`config.mk`:
```
export PLATFORM = sky130hd
export DESIGN_NAME = lfsr_range_gen_flat
export DESIGN_NICKNAME = d
export VERILOG_FILES = /design/src/rtl/rng_pkg.sv /design/src/rtl/lfsr_range_gen_if.sv /design/src/rtl/lfsr_core.sv /design/src/rtl/lfsr_range_gen.sv /design/src/flat_wrapper.sv
export SDC_FILE = /design/constraint.sdc
export NUM_CORES = 1
export LEC_CHECK = 0
export BUFFER_PORTS_ARGS = -buffer_cell sky130_fd_sc_hd__buf_2
export CAP_MARGIN = 20
export CORE_AREA = 2 2 74 76
export CTS_CLUSTER_DIAMETER = 60
export DETAILED_ROUTE_END_ITERATION = 16
export DIE_AREA = 0 0 76 78
export GPL_ROUTABILITY_DRIVEN = 0
export MAX_ROUTING_LAYER = met4
export PLACE_DENSITY = 0.75
export SLEW_MARGIN = 20
export SYNTH_ARGS = -nofsm -noshare
export SYNTH_HDL_FRONTEND = slang
export SYNTH_SLANG_ARGS = --single-unit
```
`constraint.sdc`:
```
create_clock -name clk -period 2.2 [get_ports clk]
set_input_delay 0.66 -clock clk [delete_from_list [all_inputs] [get_ports clk]]
set_output_delay 0.66 -clock clk [all_outputs]
set_load 0.01 [all_outputs]
```
`src/rtl/rng_pkg.sv`:
```
// Shared constants and types for the LFSR range generator: default polynomial,
// default seed, draw FSM encoding and the card-draw ranges.
package rng_pkg;

    localparam logic [31:0] DEFAULT_TAPS = 32'h8020_0003;
    localparam logic [31:0] DEFAULT_SEED = 32'hACE1_ACE1;

    localparam int DECK_RANGE = 52;
    localparam int RANK_RANGE = 13;

    typedef enum logic [1:0] {
        IDLE = 2'd0,
        DRAW = 2'd1,
        HOLD = 2'd2
    } draw_state_t;

endpackage

```
`src/rtl/lfsr_range_gen_if.sv`:
```
// Request/response handshake bundle between the dealer and the range generator.
interface lfsr_range_gen_if #(
    parameter int OUT_W = 6
) ();

    logic             req_valid;
    logic             req_ready;
    logic             out_valid;
    logic             out_ready;
    logic [OUT_W-1:0] value;
    logic             fallback;

    modport master (
        output req_valid,
        output out_ready,
        input  req_ready,
        input  out_valid,
        input  value,
        input  fallback
    );

    modport slave (
        input  req_valid,
        input  out_ready,
        output req_ready,
        output out_valid,
        output value,
        output fallback
    );

endinterface

```
`src/rtl/lfsr_core.sv`:
```
// Free-running Galois LFSR with runtime reseed; a zero seed is replaced by SEED
// and the state is guarded so it can never lock up at all-zero.
module lfsr_core #(
    parameter int               WIDTH = 32,
    parameter logic [WIDTH-1:0] TAPS  = 32'h8020_0003,
    parameter logic [WIDTH-1:0] SEED  = 32'hACE1_ACE1
) (
    input  logic             clk,
    input  logic             rst_n,
    input  logic             seed_load,
    input  logic [WIDTH-1:0] seed_in,
    output logic [WIDTH-1:0] state
);

    logic [WIDTH-1:0] r_state;
    logic [WIDTH-1:0] w_shift;
    logic [WIDTH-1:0] w_next;

    // Next-state selection: reseed wins over the shift, all-zero falls back to SEED.
    always_comb begin
        w_shift = (r_state >> 1) ^ (r_state[0] ? TAPS : {WIDTH{1'b0}});
        w_next  = w_shift;
        if (seed_load) begin
            w_next = (seed_in == {WIDTH{1'b0}}) ? SEED : seed_in;
        end else begin
            w_next = w_shift;
        end
        if (w_next == {WIDTH{1'b0}}) begin
            w_next = SEED;
        end else begin
            w_next = w_next;
        end
    end

    // State register with synchronous active-low reset.
    always_ff @(posedge clk) begin
        if (!rst_n) begin
            r_state <= SEED;
        end else begin
            r_state <= w_next;
        end
    end

    assign state = r_state;

endmodule

```
`src/rtl/lfsr_range_gen.sv`:
```
// Uniform integer source in [0, RANGE) built on a Galois LFSR, using rejection
// sampling with a bounded number of tries and a wrap-around fallback.
module lfsr_range_gen
    import rng_pkg::*;
#(
    parameter int               WIDTH     = 32,
    parameter logic [WIDTH-1:0] TAPS      = DEFAULT_TAPS,
    parameter logic [WIDTH-1:0] SEED      = DEFAULT_SEED,
    parameter int               RANGE     = DECK_RANGE,
    parameter int               OUT_W     = $clog2(RANGE),
    parameter int               MAX_TRIES = 16
) (
    input  logic                 clk,
    input  logic                 rst_n,
    input  logic                 seed_load,
    input  logic [WIDTH-1:0]     seed_in,
    lfsr_range_gen_if.slave      bus,
    output logic [WIDTH-1:0]     randnum
);

    localparam int                 TRY_W    = $clog2(MAX_TRIES + 1);
    localparam logic [TRY_W-1:0]   LAST_TRY = TRY_W'(MAX_TRIES - 1);
    localparam logic [OUT_W:0]     RANGE_V  = (OUT_W + 1)'(RANGE);

    draw_state_t      r_state,  w_next_state;
    logic [TRY_W-1:0] r_tries,  w_next_tries;
    logic [OUT_W-1:0] r_value,  w_next_value;
    logic             r_fallback, w_next_fallback;
    logic             r_out_valid;
    logic             r_req_ready;

    logic [WIDTH-1:0] w_state;
    logic [OUT_W-1:0] w_cand;
    logic             w_cand_ok;
    logic [OUT_W-1:0] w_wrapped;

    lfsr_core #(
        .WIDTH (WIDTH),
        .TAPS  (TAPS),
        .SEED  (SEED)
    ) u_lfsr_core (
        .clk       (clk),
        .rst_n     (rst_n),
        .seed_load (seed_load),
        .seed_in   (seed_in),
        .state     (w_state)
    );

    // c < 2^OUT_W <= 2*RANGE, so subtracting RANGE once always lands in range.
    assign w_cand    = w_state[OUT_W-1:0];
    assign w_cand_ok = ({1'b0, w_cand} < RANGE_V);
    assign w_wrapped = OUT_W'({1'b0, w_cand} - RANGE_V);

    // Draw FSM next-state and datapath decode.
    always_comb begin
        w_next_state    = r_state;
        w_next_tries    = r_tries;
        w_next_value    = r_value;
        w_next_fallback = r_fallback;
        case (r_state)
            IDLE: begin
                if (bus.req_valid) begin
                    w_next_state = DRAW;
                    w_next_tries = {TRY_W{1'b0}};
                end else begin
                    w_next_state = IDLE;
                end
            end
            DRAW: begin
                if (w_cand_ok) begin
                    w_next_value    = w_cand;
                    w_next_fallback = 1'b0;
                    w_next_state    = HOLD;
                end else if (r_tries == LAST_TRY) begin
                    w_next_value    = w_wrapped;
                    w_next_fallback = 1'b1;
                    w_next_state    = HOLD;
                end else begin
                    w_next_tries = r_tries + TRY_W'(1);
                    w_next_state = DRAW;
                end
            end
            HOLD: begin
                if (bus.out_ready) begin
                    w_next_state = IDLE;
                end else begin
                    w_next_state = HOLD;
                end
            end
            default: begin
                w_next_state = IDLE;
            end
        endcase
    end

    // FSM, try counter and registered handshake outputs.
    always_ff @(posedge clk) begin
        if (!rst_n) begin
            r_state     <= IDLE;
            r_tries     <= {TRY_W{1'b0}};
            r_value     <= {OUT_W{1'b0}};
            r_fallback  <= 1'b0;
            r_out_valid <= 1'b0;
            r_req_ready <= 1'b1;
        end else begin
            r_state     <= w_next_state;
            r_tries     <= w_next_tries;
            r_value     <= w_next_value;
            r_fallback  <= w_next_fallback;
            r_out_valid <= (w_next_state == HOLD);
            r_req_ready <= (w_next_state == IDLE);
        end
    end

    assign bus.req_ready = r_req_ready;
    assign bus.out_valid = r_out_valid;
    assign bus.value     = r_value;
    assign bus.fallback  = r_fallback;
    assign randnum       = w_state;

endmodule

```
`src/flat_wrapper.sv`:
```
// flat-port wrapper written by rule: the top's interface ports become plain ports
module lfsr_range_gen_flat import rng_pkg::*;
#(
    parameter int               WIDTH     = 32,
    parameter logic [WIDTH-1:0] TAPS      = DEFAULT_TAPS,
    parameter logic [WIDTH-1:0] SEED      = DEFAULT_SEED,
    parameter int               RANGE     = DECK_RANGE,
    parameter int               OUT_W     = $clog2(RANGE),
    parameter int               MAX_TRIES = 16
)
  (clk, rst_n, seed_load, seed_in, randnum, bus_req_valid, bus_out_ready, bus_req_ready, bus_out_valid, bus_value, bus_fallback);
  lfsr_range_gen_if #(.OUT_W(OUT_W)) bus_i ();
  input  logic clk;
  input  logic rst_n;
  input  logic seed_load;
  input  logic [WIDTH-1:0] seed_in;
  output logic [WIDTH-1:0] randnum;
  input wire logic [$bits(bus_i.req_valid)-1:0] bus_req_valid;
  input wire logic [$bits(bus_i.out_ready)-1:0] bus_out_ready;
  output wire logic [$bits(bus_i.req_ready)-1:0] bus_req_ready;
  output wire logic [$bits(bus_i.out_valid)-1:0] bus_out_valid;
  output wire logic [$bits(bus_i.value)-1:0] bus_value;
  output wire logic [$bits(bus_i.fallback)-1:0] bus_fallback;
  assign bus_i.req_valid = bus_req_valid;
  assign bus_i.out_ready = bus_out_ready;
  assign bus_req_ready = bus_i.req_ready;
  assign bus_out_valid = bus_i.out_valid;
  assign bus_value = bus_i.value;
  assign bus_fallback = bus_i.fallback;
  lfsr_range_gen #(.WIDTH(WIDTH), .TAPS(TAPS), .SEED(SEED), .RANGE(RANGE), .OUT_W(OUT_W), .MAX_TRIES(MAX_TRIES)) u_core (.clk(clk), .rst_n(rst_n), .seed_load(seed_load), .seed_in(seed_in), .bus(bus_i), .randnum(randnum));
endmodule
```
# Yosys cells after proc, flatten, opt, wreduce, memory -nomap -nowiden
# Cells that the tools add are included.
# word_totals
ff_bits	48
input_bits	37
elab_cells	44
# op_classes
addsub	2
n_lt_le_gt_ge	1
n_eq_ne	7
muxes	16
bitwise	2
reduce_logical	9
# op_table
cell	count
$mux W32	3
$logic_not A32 Y1	2
$xor A31 B32 Y32	1
$mux W5	3
$mux W6	2
$pmux W5 S2	1
$lt A6 B6 Y1 const B	1
$mux W2	3
$ne A2 B2 Y1 const B	3
$pmux W2 S3	1
$sub A6 B6 Y6 const B	1
$add A5 B1 Y5 const B	1
$eq A5 B4 Y1 const B	1
$eq A2 B2 Y1 const B	2
$logic_not A2 Y1	2
$reduce_and A4 Y1	1
$reduce_bool A2 Y1	2
$mux W1	3
$eq A2 B1 Y1 const B	1
$reduce_and A2 Y1	1
$reduce_or A2 Y1	1
$not A1 Y1	1

# Logic depth before layout (Yosys ltp)
# Gate-level depths: netlist of run 1.
# logic_depth
depth_word	5
ltp_mapped	8

# Modules after synthesis
# Synthesis of run 1 repeated with hierarchy kept, for this count alone.
# unflattened
hier_cells	231
hier_area_um2	2174.6
# by_module_without_submodules
module	instances	cells_per_inst	area_per_inst_um2	seq_area_each_um2
lfsr_core	1	145	1417.6	640.6
lfsr_range_gen	1	86	757.0	320.3

# Worst setup path after synthesis of run 1
# Ideal clock, no wire load.
# synth_timing
kind	in2reg
startpoint	input port seed_in[17]
endpoint	register u_core.u_lfsr_core.r_state[31], in the netlist u_core.u_lfsr_core.state[31]
arrival_ns	2.101
t_required_ns	2.055
path_slack_ns	-0.046
cell_stages	6
cell_sequence	nor4_1 > nand4_1 > nor3_2 > o32a_2 > clkbuf_1 > o311ai_2
# synth_between
elab_chain_cells	5
# synth_lines
element	line_no	rtl
start: declaration	flat_wrapper.sv:16	input logic [WIDTH-1:0] seed_in;
$logic_not A32 Y1	lfsr_core.sv:24	w_next = (seed_in == {WIDTH{1'b0}}) ? SEED : seed_in;
$mux W32 (*)	lfsr_core.sv:24	
$mux W32 (*)	lfsr_core.sv:23	if (seed_load) begin
$logic_not A32 Y1	lfsr_core.sv:28	if (w_next == {WIDTH{1'b0}}) begin
$reduce_or A2 Y1 (no line)	n/a	
end signal: assignment	lfsr_core.sv:40	r_state <= w_next;
end: declaration	lfsr_core.sv:15	logic [WIDTH-1:0] r_state;
# Mark *: on every way between the ends. The rest lies on a longest branch, timed or not.
# A chain may end at the register's enable or synchronous reset.

# Worst setup path after layout of run 1
# layout_timing
startpoint	input port seed_in[22]
endpoint	register u_core.u_lfsr_core.r_state[23], in the netlist u_core.u_lfsr_core.state[23]
# The elaborated chain is that of the path after synthesis.

==> metrics, run 1 <==
level count of the clock H-tree 2; share of Yosys cell area claimed by the top area cell type 0.4260; part of the Yosys area used for sequential elements 0.4260; LEAKAGE 1.287 nW; fraction of power consumed by the clock network 0.335; setup ws final 0.09674 ns; Hold Violations, Final 0; TritonCTS Buffers 5; crit-path cells buf_2 > nor4_2 > buf_4 > nand4bb_1 > nor3_2 > buf_4 > o2bb2ai_1 > buf_4 > o311ai_0; arrival time worst endpoint 2.27 ns; Max IR drop VDD 333.2 µV; RSZ-0062 raised after global routing no; skew final 0.008432 ns; Gate Count Post-Synth 251; syn_nets 291; share of the cycle needed by the critical path after routing 0.9560; antenna violations before repair 0; HPWL Detailed 4762 µm; largest net degree at the start of global routing 28; average wire per cell in the routed design 15.37 µm; latest clock arrival within the worst-skew pair 0.31 ns; Sequential Power Share 0.488; Post-synth ARST share 0; Most Frequent Cell on Critical Path sky130_fd_sc_hd__buf_4; run status complete, no violations; count of buffers inserted at the top-level ports 77; violation count after the first detailed-routing iteration 123; commonest cells in the synthesized netlist sky130_fd_sc_hd__dfxtp_1 (48), sky130_fd_sc_hd__nor2_1 (26), sky130_fd_sc_hd__nand2_1 (17), sky130_fd_sc_hd__mux2i_1 (16), sky130_fd_sc_hd__o22ai_1 (16); crit path max-delay cell type sky130_fd_sc_hd__nor3_2; maximum clock rate 475.5 MHz; DP Area 2888 µm²; initial core utilization 0.4474; cell internal power dissipation 1.430 mW; design area 3029 µm²; switching power share of the total 0.2839; maximum number of buffers from clock root to sink 2; grt ovf 0; Netlist cell types 44; Max Slew Vio Count 0; final-layout worst hold slack 0.4524 ns; kind of launch point of the worst setup path input pin; CP endpoint kind flip-flop; count of maximum capacitance violations 0; die area 5928 µm²; via/cell ratio 5.556; Total Wirelength 6470 µm; clk sink count 48; ratio of cells with drive above 1 in the final layout 0.3590; width of the chip 76 µm; critical path required time 2.37 ns; cell types with the largest area share after synthesis sky130_fd_sc_hd__dfxtp_1 (43%), sky130_fd_sc_hd__mux2i_1 (7.1%), sky130_fd_sc_hd__o22ai_1 (4.4%); most used flip-flop cell after synthesis sky130_fd_sc_hd__dfxtp_1; total DRC errors in the routed layout 0; most repeated cell in the gate-level netlist after synthesis sky130_fd_sc_hd__dfxtp_1; Final Net Count 390; Max FO, Critical Path 9; crit-path leading delay family simple AND/OR/NAND/NOR gates; post-synthesis cell area 2256 µm²; Seq cells post-synth 48; fraction of power consumed by combinational cells 0.177; number of enable-type register cells in the synthesized netlist 0; Top-Level Pins 78; final setup vio count 0; Tmin final 2.103 ns; Layout Utilization 0.6007; Multi-input gate area 1216 µm²; # diodes 0; Clk pin slew, worst setup/hold paths 0.10 ns; detailed-routing iteration count for the pre-antenna-repair pass 7; kind of critical path in2reg; area occupied by registers 960.9 µm²; switching power total 566.9 µW; measured slew at the worst slew-check pin 0.7211 ns; core area 5042 µm²; worst path buffer plus inverter count 4; GRT Overall Usage 0.2230; via count 2,339; CTS tree yes; CTS root buffer sky130_fd_sc_hd__clkbuf_8; synthesized area divided by synthesized cell count 8.988 µm²; largest area contributor in the netlist sky130_fd_sc_hd__dfxtp_1; filler cell count 462; Area growth syn-to-layout 34.28%; global-route wire length before repair 10,240 µm; floorplan row count 26; largest stage delay on the critical path 0.30 ns; Die H 78 µm; setup TNS after final layout 0 ns; Setup WS pre-CTS -0.2728 ns; slew margin rel. 0.5187; worst min path class reg2reg; Synth warnings 0; remaining number of nets flagged by the antenna check after routing 0; PwrDens 659.3 nW/µm²; number of global-route vias before repair 2,129
==> path summary, 6_finish.rpt <==
check	slack [ns]	to	depth (start not counted)	start
max	0.1	u_core.u_lfsr_core.state[23]$_SDFF_PP1_	9	seed_in[22]
min	0.45	u_core.bus.value[4]$_SDFFE_PN0P_	2	u_core.bus.value[4]$_SDFFE_PN0P_
max reg2reg	0.14	u_core.r_tries[2]$_SDFFE_PN0P_	8	u_core.r_tries[0]$_SDFFE_PN0P_
min reg2reg	0.45	u_core.bus.value[4]$_SDFFE_PN0P_	2	u_core.bus.value[4]$_SDFFE_PN0P_
==> state kept, by name, summed over array words and instances, names as in the netlist <==
| signal | count |
|---|---|
| u_core.bus.req_ready | 1 |
| u_core.r_state | 2 |
| u_core.r_tries | 5 |
| u_core.bus.fallback | 1 |
| u_core.bus.value | 6 |
| u_core.bus.out_valid | 1 |
| u_core.u_lfsr_core.state | 32 |
==> power groups by stage <==
stage	sequential [mW]	combinational [mW]	clock (mW)
2_1_floorplan	1.00	0.164	0
3_3_place_gp	0.991	0.341	0
3_5_place_dp	0.991	0.346	0
4_1_cts	0.972	0.349	0.673
5_1_grt	0.979	0.388	0.712
6_report	0.974	0.353	0.670
==> logic make-up after synthesis <==
family / Yosys count / share of synthesized area
mux: 16 / 0.07099
fa+ha+maj: 3 / 0.01664
buf+inv: 21 / 0.04326
compound gates: 58 / 0.1897
xor+xnor: 6 / 0.02330
simple gates: 99 / 0.2302
flops: 48 / 0.4260
==> metrics by stage <==
step	power, mW	instances
2_1_floorplan	1.169	251
3_3_place_gp	1.332	412
3_5_place_dp	1.338	412
4_1_cts	1.994	420
5_1_grt	2.079	421
6_report	1.997	421
==> worst reg2reg max path: stages, from the launching register on <==
cell and delay [ns]:
sky130_fd_sc_hd__dfxtp_1 0.35, sky130_fd_sc_hd__ha_1 0.21, sky130_fd_sc_hd__and3_1 0.18, sky130_fd_sc_hd__ha_1 0.22
sky130_fd_sc_hd__and4bb_2 0.38, sky130_fd_sc_hd__mux2i_1 0.16, sky130_fd_sc_hd__nor3b_1 0.26, sky130_fd_sc_hd__xnor2_1 0.15
sky130_fd_sc_hd__nor2_1 0.06
==> layer usage <==
layer | up-vias | track usage | part of all wire
li1 | 1140 | - | -
met1 | 1094 | 0.2752 | 0.45
met2 | 95 | 0.3661 | 0.48
met3 | 10 | 0.04535 | 0.056
met4 | 0 | 0.07818 | 0.016
met5 | - | - | 0
==> cell usage in the layout, fill, tap and decap left out, drive strengths merged, types with 3 or more instances in the layout <==
master	count
a211oi	3
o311ai	16
a21oi	9
buf	108
nand2b	13
inv	6
nand3b	3
nor4	11
mux2i	16
xnor2	3
dfxtp	48
nor2b	7
nor3	8
clkbuf	5
o21ai	5
xor2	3
nand3	6
o22ai	16
ha	3
nor2	26
nand2	17
==> layout make-up <==
| cell class | count | area share |
|---|---|---|
| multi-input combinational | 182 | 0.4015 |
| sequential | 48 | 0.3172 |
| timing repair buffer | 108 | 0.2082 |
| tap | 70 | 0.02891 |
| clock buffer | 5 | 0.02272 |
| clock inverter | 3 | 0.01528 |
| inverter | 5 | 0.006196 |
==> what timing repair did <==
item                                    4_1_cts  5_1_grt
hold buffers                                  0        0
setup buffers                                 0        1
endpoints found under the setup margin        0       16
resized for setup                             0        6
No activity file was read; power rests on OpenSTA's default activity.
==> run 2, diff against run 1 <==
--- a/config.mk
+++ b/config.mk
@@ -7,13 +7,14 @@
 export LEC_CHECK = 0
 export BUFFER_PORTS_ARGS = -buffer_cell sky130_fd_sc_hd__buf_2
 export CAP_MARGIN = 20
-export CORE_AREA = 2 2 74 76
+export CORE_AREA = 2 2 60 90
+export CTS_BUF_LIST = sky130_fd_sc_hd__clkbuf_2 sky130_fd_sc_hd__clkbuf_4 sky130_fd_sc_hd__clkbuf_8
 export CTS_CLUSTER_DIAMETER = 60
 export DETAILED_ROUTE_END_ITERATION = 16
-export DIE_AREA = 0 0 76 78
+export DIE_AREA = 0 0 62 92
 export GPL_ROUTABILITY_DRIVEN = 0
 export MAX_ROUTING_LAYER = met4
-export PLACE_DENSITY = 0.75
+export PLACE_DENSITY = 0.77
 export SLEW_MARGIN = 20
 export SYNTH_ARGS = -nofsm -noshare
 export SYNTH_HDL_FRONTEND = slang
==> run 2 against run 1 <==
- clock power is 16% lower
- worst setup slack worse by 0.071 ns
- global-route usage is 3.4 points higher
- maximum frequency is 3.3% lower
- utilization is 1.5 points higher
- non-clock buffer count is 7 higher
- count of clock-buffer cells in the layout is 3 higher
- worst hold slack worse by 0.0030 ns
- cell count is 1.2% higher
==> metrics, run 2 (synthesis gave the netlist of run 1 again) <==
run status complete, no violations (unchanged); average wire per cell in the routed design 16.44 µm (was 15.37 µm); count of buffers inserted at the top-level ports 77 (unchanged); Final Net Count 397 (was 390); # diodes 0 (unchanged); share of the cycle needed by the critical path after routing 0.9883 (was 0.9560); crit-path leading delay family compound AO/OA/AOI/OAI gates (was simple AND/OR/NAND/NOR gates); remaining number of nets flagged by the antenna check after routing 0 (unchanged); critical path required time 2.40 ns (was 2.37 ns); commonest cells after routing, fill and taps aside sky130_fd_sc_hd__buf_2 (77), sky130_fd_sc_hd__dfxtp_1 (48), sky130_fd_sc_hd__buf_4 (37) (was sky130_fd_sc_hd__buf_2 (77), sky130_fd_sc_hd__dfxtp_1 (48), sky130_fd_sc_hd__buf_4 (30)); Layout Utilization 0.6160 (was 0.6007); Clk pin slew, worst setup/hold paths 0.08 ns (was 0.10 ns); Pwr Total 1.909 mW (was 1.997 mW); Post-Place Cells 418 (was 412); LEAKAGE 1.316 nW (was 1.287 nW); measured slew at the worst slew-check pin 0.7098 ns (was 0.7211 ns); worst reg2reg startpoint u_core.r_tries[0]$_SDFFE_PN0P_ (unchanged); fraction of power consumed by combinational cells 0.193 (was 0.177); number of flip-flops under the largest register name 32 (unchanged); worst min path class reg2reg (unchanged); number of global-route vias before repair 2,400 (was 2,129); startpoint of the most critical hold path u_core.bus.value[4]$_SDFFE_PN0P_ (unchanged); setup TNS after final layout 0 ns (unchanged); destination of the worst hold path u_core.bus.value[4]$_SDFFE_PN0P_ (unchanged); total DRC errors in the routed layout 0 (unchanged); Max IR drop VDD 336.2 µV (was 333.2 µV); GRT Overall Usage 0.2565 (was 0.2230); crit-path cells buf_2 > nor4_2 > buf_4 > nand3b_1 > a222oi_1 > o221ai_2 > buf_6 > o311ai_1 (was buf_2 > nor4_2 > buf_4 > nand4bb_1 > nor3_2 > buf_4 > o2bb2ai_1 > buf_4 > o311ai_0); largest stage delay on the critical path 0.38 ns (was 0.30 ns); antenna violations before repair 0 (unchanged); DP Area 2933 µm² (was 2888 µm²); crit path max-delay cell type sky130_fd_sc_hd__a222oi_1 (was sky130_fd_sc_hd__nor3_2); final-layout worst hold slack 0.4494 ns (was 0.4524 ns); switching power share of the total 0.2801 (was 0.2839); CTS root buffer sky130_fd_sc_hd__clkbuf_8 (unchanged); switching power total 534.7 µW (was 566.9 µW); maximum number of buffers from clock root to sink 2 (unchanged); Total Wirelength 7003 µm (was 6470 µm); slew margin rel. 0.5263 (was 0.5187); Max FO, Critical Path 8 (was 9); post-CTS setup buffer count 0 (unchanged); fin cells 426 (was 421); core area 5005 µm² (was 5042 µm²); design area 3083 µm² (was 3029 µm²); clk sink count 48 (unchanged); fraction of power consumed by the clock network 0.296 (was 0.335); floorplan row count 32 (was 26); skew final 0.004056 ns (was 0.008432 ns); Die H 92 µm (was 78 µm); FF-to-FF path depth 8 (unchanged); largest net degree at the start of global routing 24 (was 28); CTS tree yes (unchanged); final setup vio count 0 (unchanged); via/cell ratio 5.761 (was 5.556); kind of launch point of the worst setup path input pin (unchanged); grt ovf 0 (unchanged); Hold Violations, Final 0 (unchanged); initial core utilization 0.4508 (was 0.4474); kind of critical path in2reg (unchanged); worst path buffer plus inverter count 3 (was 4); width of the chip 62 µm (was 76 µm); Max Slew Vio Count 0 (unchanged); setup ws final 0.02579 ns (was 0.09674 ns); via count 2,454 (was 2,339); launch point of the critical path seed_in[22] (unchanged); most frequent standard cell in the layout excluding fill and tap cells sky130_fd_sc_hd__buf_2 (unchanged); Tmin final 2.174 ns (was 2.103 ns); arrival time worst endpoint 2.37 ns (was 2.27 ns); end of the worst register-to-register path u_core.r_tries[3]$_SDFFE_PN0P_ (was u_core.r_tries[2]$_SDFFE_PN0P_); die area 5704 µm² (was 5928 µm²); Setup WS pre-CTS -0.3282 ns (was -0.2728 ns); detailed-routing iteration count for the pre-antenna-repair pass 5 (was 7); CP endpoint kind flip-flop (unchanged); cell internal power dissipation 1.374 mW (was 1.430 mW); Area growth syn-to-layout 36.66% (was 34.28%); cell depth of the worst hold path 2 (unchanged); level count of the clock H-tree 2 (unchanged); Sequential Power Share 0.512 (was 0.488); PwrDens 619.2 nW/µm² (was 659.3 nW/µm²); register-to-register setup slack 0.13 ns (was 0.14 ns); latest clock arrival within the worst-skew pair 0.30 ns (was 0.31 ns); maximum clock rate 459.9 MHz (was 475.5 MHz); ratio of cells with drive above 1 in the final layout 0.3855 (was 0.3590); count of maximum capacitance violations 0 (unchanged); TritonCTS Buffers 5 (unchanged); global-route wire length before repair 10,810 µm (was 10,240 µm); HPWL Detailed 5354 µm (was 4762 µm); violation count after the first detailed-routing iteration 124 (was 123); Top-Level Pins 78 (unchanged); RSZ-0062 raised after global routing yes (was no)
==> run 2: cell types whose count changed in the layout (fill, tap and decap cells not counted), moves of 2 or more <==
cell / previous run / this run
sky130_fd_sc_hd__clkbuf_4: 0 / 2
sky130_fd_sc_hd__o311ai_2: 1 / 3
sky130_fd_sc_hd__o311ai_1: 12 / 10
sky130_fd_sc_hd__buf_4: 30 / 37
==> run 2: worst reg2reg max path: cells and delay by family, from the launching register on <==
| family | cells | cell delay, ns |
|---|---|---|
| xor gates and xnor gates | 1 | 0.15 |
| adders and majority gates | 2 | 0.43 |
| DFF | 1 | 0.35 |
| muxes | 1 | 0.14 |
| and+or+nand+nor | 4 | 0.88 |
==> run 2: worst max-delay path by stage <==
stage	end	cells after the start
after floorplan	u_core.u_lfsr_core.state[0]$_SDFF_PP1_	6
after global placement	u_core.u_lfsr_core.state[22]$_SDFF_PP1_	8
after detailed placement	u_core.u_lfsr_core.state[10]$_SDFF_PP1_	8
after CTS	u_core.u_lfsr_core.state[27]$_SDFF_PP1_	8
after global routing	u_core.u_lfsr_core.state[10]$_SDFF_PP1_	8
final	u_core.u_lfsr_core.state[10]$_SDFF_PP1_	8
==> run 2: power groups by stage <==
stage | Combinational, mW | Sequential [mW] | Clock, mW
floorplan | 0.164 | 1.00 | 0
global placement | 0.347 | 0.993 | 0
detailed placement | 0.355 | 0.993 | 0
CTS | 0.358 | 0.973 | 0.563
global route | 0.404 | 0.983 | 0.600
finish | 0.368 | 0.977 | 0.564
==> run 2: metal layers <==
metal | up-vias | GRT usage | share of wire
met5 | - | - | 0
met4 | 0 | 0.1348 | 0.042
met2 | 125 | 0.4323 | 0.54
li1 | 1147 | - | -
met1 | 1154 | 0.2688 | 0.36
met3 | 28 | 0.04795 | 0.056
==> run 2: area by class of cell <==
cell class,instances,area (µm²)
Fill cell,458,1922
Multi-Input combinational cell,182,1246
Sequential cell,48,960.9
Timing Repair Buffer,115,674.4
Clock buffer,8,97.59
Tap cell,68,85.08
Inverter,5,18.77
==> run 2: what timing repair did <==
| item | in CTS | in global routing |
|---|---|---|
| hold buffers | 0 | 0 |
| gates resized for setup | 2 | 10 |
| pin swaps | 1 | 2 |
| endpoints found under the setup margin | 6 | 17 |
| cloned | 0 | 0 |
==> run 3, diff against run 2 <==
--- a/config.mk
+++ b/config.mk
@@ -13,6 +13,7 @@
 export DETAILED_ROUTE_END_ITERATION = 16
 export DIE_AREA = 0 0 62 92
 export GPL_ROUTABILITY_DRIVEN = 0
+export HOLD_SLACK_MARGIN = 0.12
 export MAX_ROUTING_LAYER = met4
 export PLACE_DENSITY = 0.77
 export SLEW_MARGIN = 20
==> constraint.sdc (replaced) <==
create_clock -name clk -period 1.8 [get_ports clk]
set_input_delay 0.54 -clock clk [delete_from_list [all_inputs] [get_ports clk]]
set_output_delay 0.54 -clock clk [all_outputs]
set_load 0.01 [all_outputs]
==> run 3 against run 2 <==
- the run now ends with setup timing left
- sequential share of layout area fell by 3.8 points
- non-clock buffer count rose by 25
- count of clock-buffer cells in the layout fell by 2
- combinational power rose by 58%
- first-iteration DRC count rose by 17%
- register-to-register slack got worse by 0.35 ns
- critical path depth fell by 1
- routed wire length rose by 12%
- sequential power rose by 22%
==> metrics, run 3 (synthesis gave the netlist of run 1 again) <==
setup ws final -0.2242 ns (was 0.02579 ns); register-to-register setup slack -0.22 ns (was 0.13 ns); core area 5005 µm² (unchanged); # diodes 0 (unchanged); floorplan row count 32 (unchanged); Tmin final 2.024 ns; Total Wirelength 7838 µm (was 7003 µm); slew margin rel. 0.7265 (was 0.5263); largest net degree at the start of global routing 24 (unchanged); Die H 92 µm (unchanged); FF-to-FF path depth 6 (was 8); Max FO, Critical Path 16 (was 8); count of buffers inserted at the top-level ports 77 (unchanged); Sequential Power Share 0.499 (was 0.512); average wire per cell in the routed design 17.38 µm (was 16.44 µm); via count 2,595 (was 2,454); switching power share of the total 0.2891 (was 0.2801); width of the chip 62 µm (unchanged); Area growth syn-to-layout 56.46% (was 36.66%); GRT Overall Usage 0.2766 (was 0.2565); end of the worst register-to-register path u_core.u_lfsr_core.state[26]$_SDFF_PP1_ (was u_core.r_tries[3]$_SDFFE_PN0P_); total DRC errors in the routed layout 0 (unchanged); cell internal power dissipation 1.692 mW (was 1.374 mW); CTS tree yes (unchanged); launch point of the critical path seed_load (was seed_in[22]); initial core utilization 0.4508 (unchanged); Top-Level Pins 78 (unchanged); Max Slew Vio Count 0 (unchanged); design area 3530 µm² (was 3083 µm²); area occupied by registers 965.9 µm² (was 960.9 µm²); detailed-routing iteration count for the pre-antenna-repair pass 4 (was 5); latest clock arrival within the worst-skew pair 0.30 ns (about the same); violation count after the first detailed-routing iteration 145 (was 124); Final Net Count 423 (was 397); CP endpoint kind flip-flop (unchanged); switching power total 688.3 µW (was 534.7 µW); fraction of power consumed by combinational cells 0.244 (was 0.193); HPWL Detailed 5673 µm (was 5354 µm); run status complete, but fails checks (was complete, no violations); arrival time worst endpoint 2.22 ns (was 2.37 ns); failing checks setup timing; worst reg2reg startpoint u_core.u_lfsr_core.state[9]$_SDFF_PP0_ (was u_core.r_tries[0]$_SDFFE_PN0P_); clk sink count 48 (unchanged); commonest cells after routing, fill and taps aside sky130_fd_sc_hd__buf_2 (75), sky130_fd_sc_hd__buf_4 (60), sky130_fd_sc_hd__dfxtp_1 (44) (was sky130_fd_sc_hd__buf_2 (77), sky130_fd_sc_hd__dfxtp_1 (48), sky130_fd_sc_hd__buf_4 (37)); global-route wire length before repair 11,520 µm (was 10,810 µm); TritonCTS Buffers 5 (unchanged); share of the cycle needed by the critical path after routing 1.125; number of global-route vias before repair 2,453 (was 2,400); filler cell count 394 (was 458); worst min path class reg2reg (unchanged); Clk pin slew, worst setup/hold paths 0.08 ns (about the same); final-layout worst hold slack 0.4532 ns (was 0.4494 ns); fraction of power consumed by the clock network 0.257 (was 0.296); maximum number of buffers from clock root to sink 2 (unchanged); via/cell ratio 5.754 (was 5.761); grt ovf 0 (unchanged); skew final 0.009088 ns (was 0.004056 ns); RSZ-0062 raised after global routing yes (unchanged); Post-CTS Hold Buffers 0 (unchanged); kind of critical path in2reg (unchanged); number of flip-flops under the largest register name 32 (unchanged); ratio of cells with drive above 1 in the final layout 0.4856 (was 0.3855); CTS root buffer sky130_fd_sc_hd__clkbuf_8 (unchanged); level count of the clock H-tree 2 (unchanged); Multi-input gate area 1470 µm² (was 1246 µm²); most frequent standard cell in the layout excluding fill and tap cells sky130_fd_sc_hd__buf_2 (unchanged); Hold Violations, Final 0 (unchanged); PwrDens 674.5 nW/µm² (was 619.2 nW/µm²); DP Area 3219 µm² (was 2933 µm²); kind of launch point of the worst setup path input pin (unchanged); antenna violations before repair 0 (unchanged); Max IR drop VDD 397.5 µV (was 336.2 µV); maximum clock rate 494.0 MHz; critical path required time 2.00 ns (was 2.40 ns); crit path capture u_core.u_lfsr_core.state[26]$_SDFF_PP1_ (was u_core.u_lfsr_core.state[10]$_SDFF_PP1_); LEAKAGE 1.487 nW (was 1.316 nW); measured slew at the worst slew-check pin 0.4098 ns (was 0.7098 ns); count of maximum capacitance violations 0 (unchanged); remaining number of nets flagged by the antenna check after routing 0 (unchanged); final setup vio count 16 (was 0); die area 5704 µm² (unchanged)
-- run 3: worst min path at each step --
stage | start | to | slack [ns] | depth (start not counted)
finish | u_core.bus.value[4]$_SDFFE_PN0P_ | u_core.bus.value[4]$_SDFFE_PN0P_ | 0.45 | 2
global route | u_core.bus.value[4]$_SDFFE_PN0P_ | u_core.bus.value[4]$_SDFFE_PN0P_ | 0.49 | 2
CTS | u_core.bus.value[4]$_SDFFE_PN0P_ | u_core.bus.value[4]$_SDFFE_PN0P_ | 0.46 | 2
detailed placement | u_core.bus.value[4]$_SDFFE_PN0P_ | u_core.bus.value[4]$_SDFFE_PN0P_ | 0.45 | 2
global placement | u_core.bus.value[4]$_SDFFE_PN0P_ | u_core.bus.value[4]$_SDFFE_PN0P_ | 0.44 | 2
floorplan | u_core.r_tries[0]$_SDFFE_PN0P_ | u_core.r_tries[0]$_SDFFE_PN0P_ | 0.47 | 1
-- run 3: worst max-delay path, cell delays in order --
cell	delay, ns
sky130_fd_sc_hd__buf_2	0.15
sky130_fd_sc_hd__nor4_1	0.34
sky130_fd_sc_hd__nand2_1	0.15
sky130_fd_sc_hd__nor4_1	0.37
sky130_fd_sc_hd__o221ai_2	0.19
sky130_fd_sc_hd__buf_12	0.20
sky130_fd_sc_hd__o311ai_1	0.28
-- run 3: metrics by stage --
stage                     utilization  worst slack (ns)  setup TNS [ns]  power [mW]  std cells
final                          0.7053           -0.2242          -3.158       2.381        451
after global routing           0.7053           -0.2768          -4.243       2.485        451
after CTS                      0.6750           -0.1076          -1.333       2.339        448
after detailed placement       0.6433           -0.5404          -8.020       1.732        441
after global placement         0.6433           -0.4868          -7.441       1.721        441
after floorplan                     -           -0.1399          -1.631       1.444        251
-- run 3: timing repair --
action,4_1_cts,5_1_grt
buffers inserted,0,2
hold endpoints to repair,0,0
pin swaps,5,4
setup endpoints to repair,21,29
cloned,0,1
resized for setup,19,22
-- run 3: final cells by class --
class | instances | share of cell area
multi-input combinational | 183 | 0.4165
sequential | 48 | 0.2737
timing repair buffer | 140 | 0.2574
tap | 68 | 0.02410
clock buffer | 6 | 0.02162
inverter | 5 | 0.005317
clock inverter | 1 | 0.001418
-- run 3: routing by layer --
| metal | up-vias | wire length [µm] | GRT usage |
|---|---|---|---|
| li1 | 1210 | - | - |
| met1 | 1232 | 2734 | 0.3046 |
| met2 | 123 | 4345 | 0.4566 |
| met3 | 30 | 374 | 0.05078 |
| met4 | 0 | 382 | 0.1365 |
| met5 | - | 0 | - |
-- run 3: power groups by stage --
stage | combinational [mW] | clock (mW) | sequential (mW)
CTS | 0.544 | 0.613 | 1.18
floorplan | 0.212 | 0 | 1.23
global placement | 0.516 | 0 | 1.21
finish | 0.582 | 0.612 | 1.19
detailed placement | 0.527 | 0 | 1.21
global route | 0.630 | 0.662 | 1.19
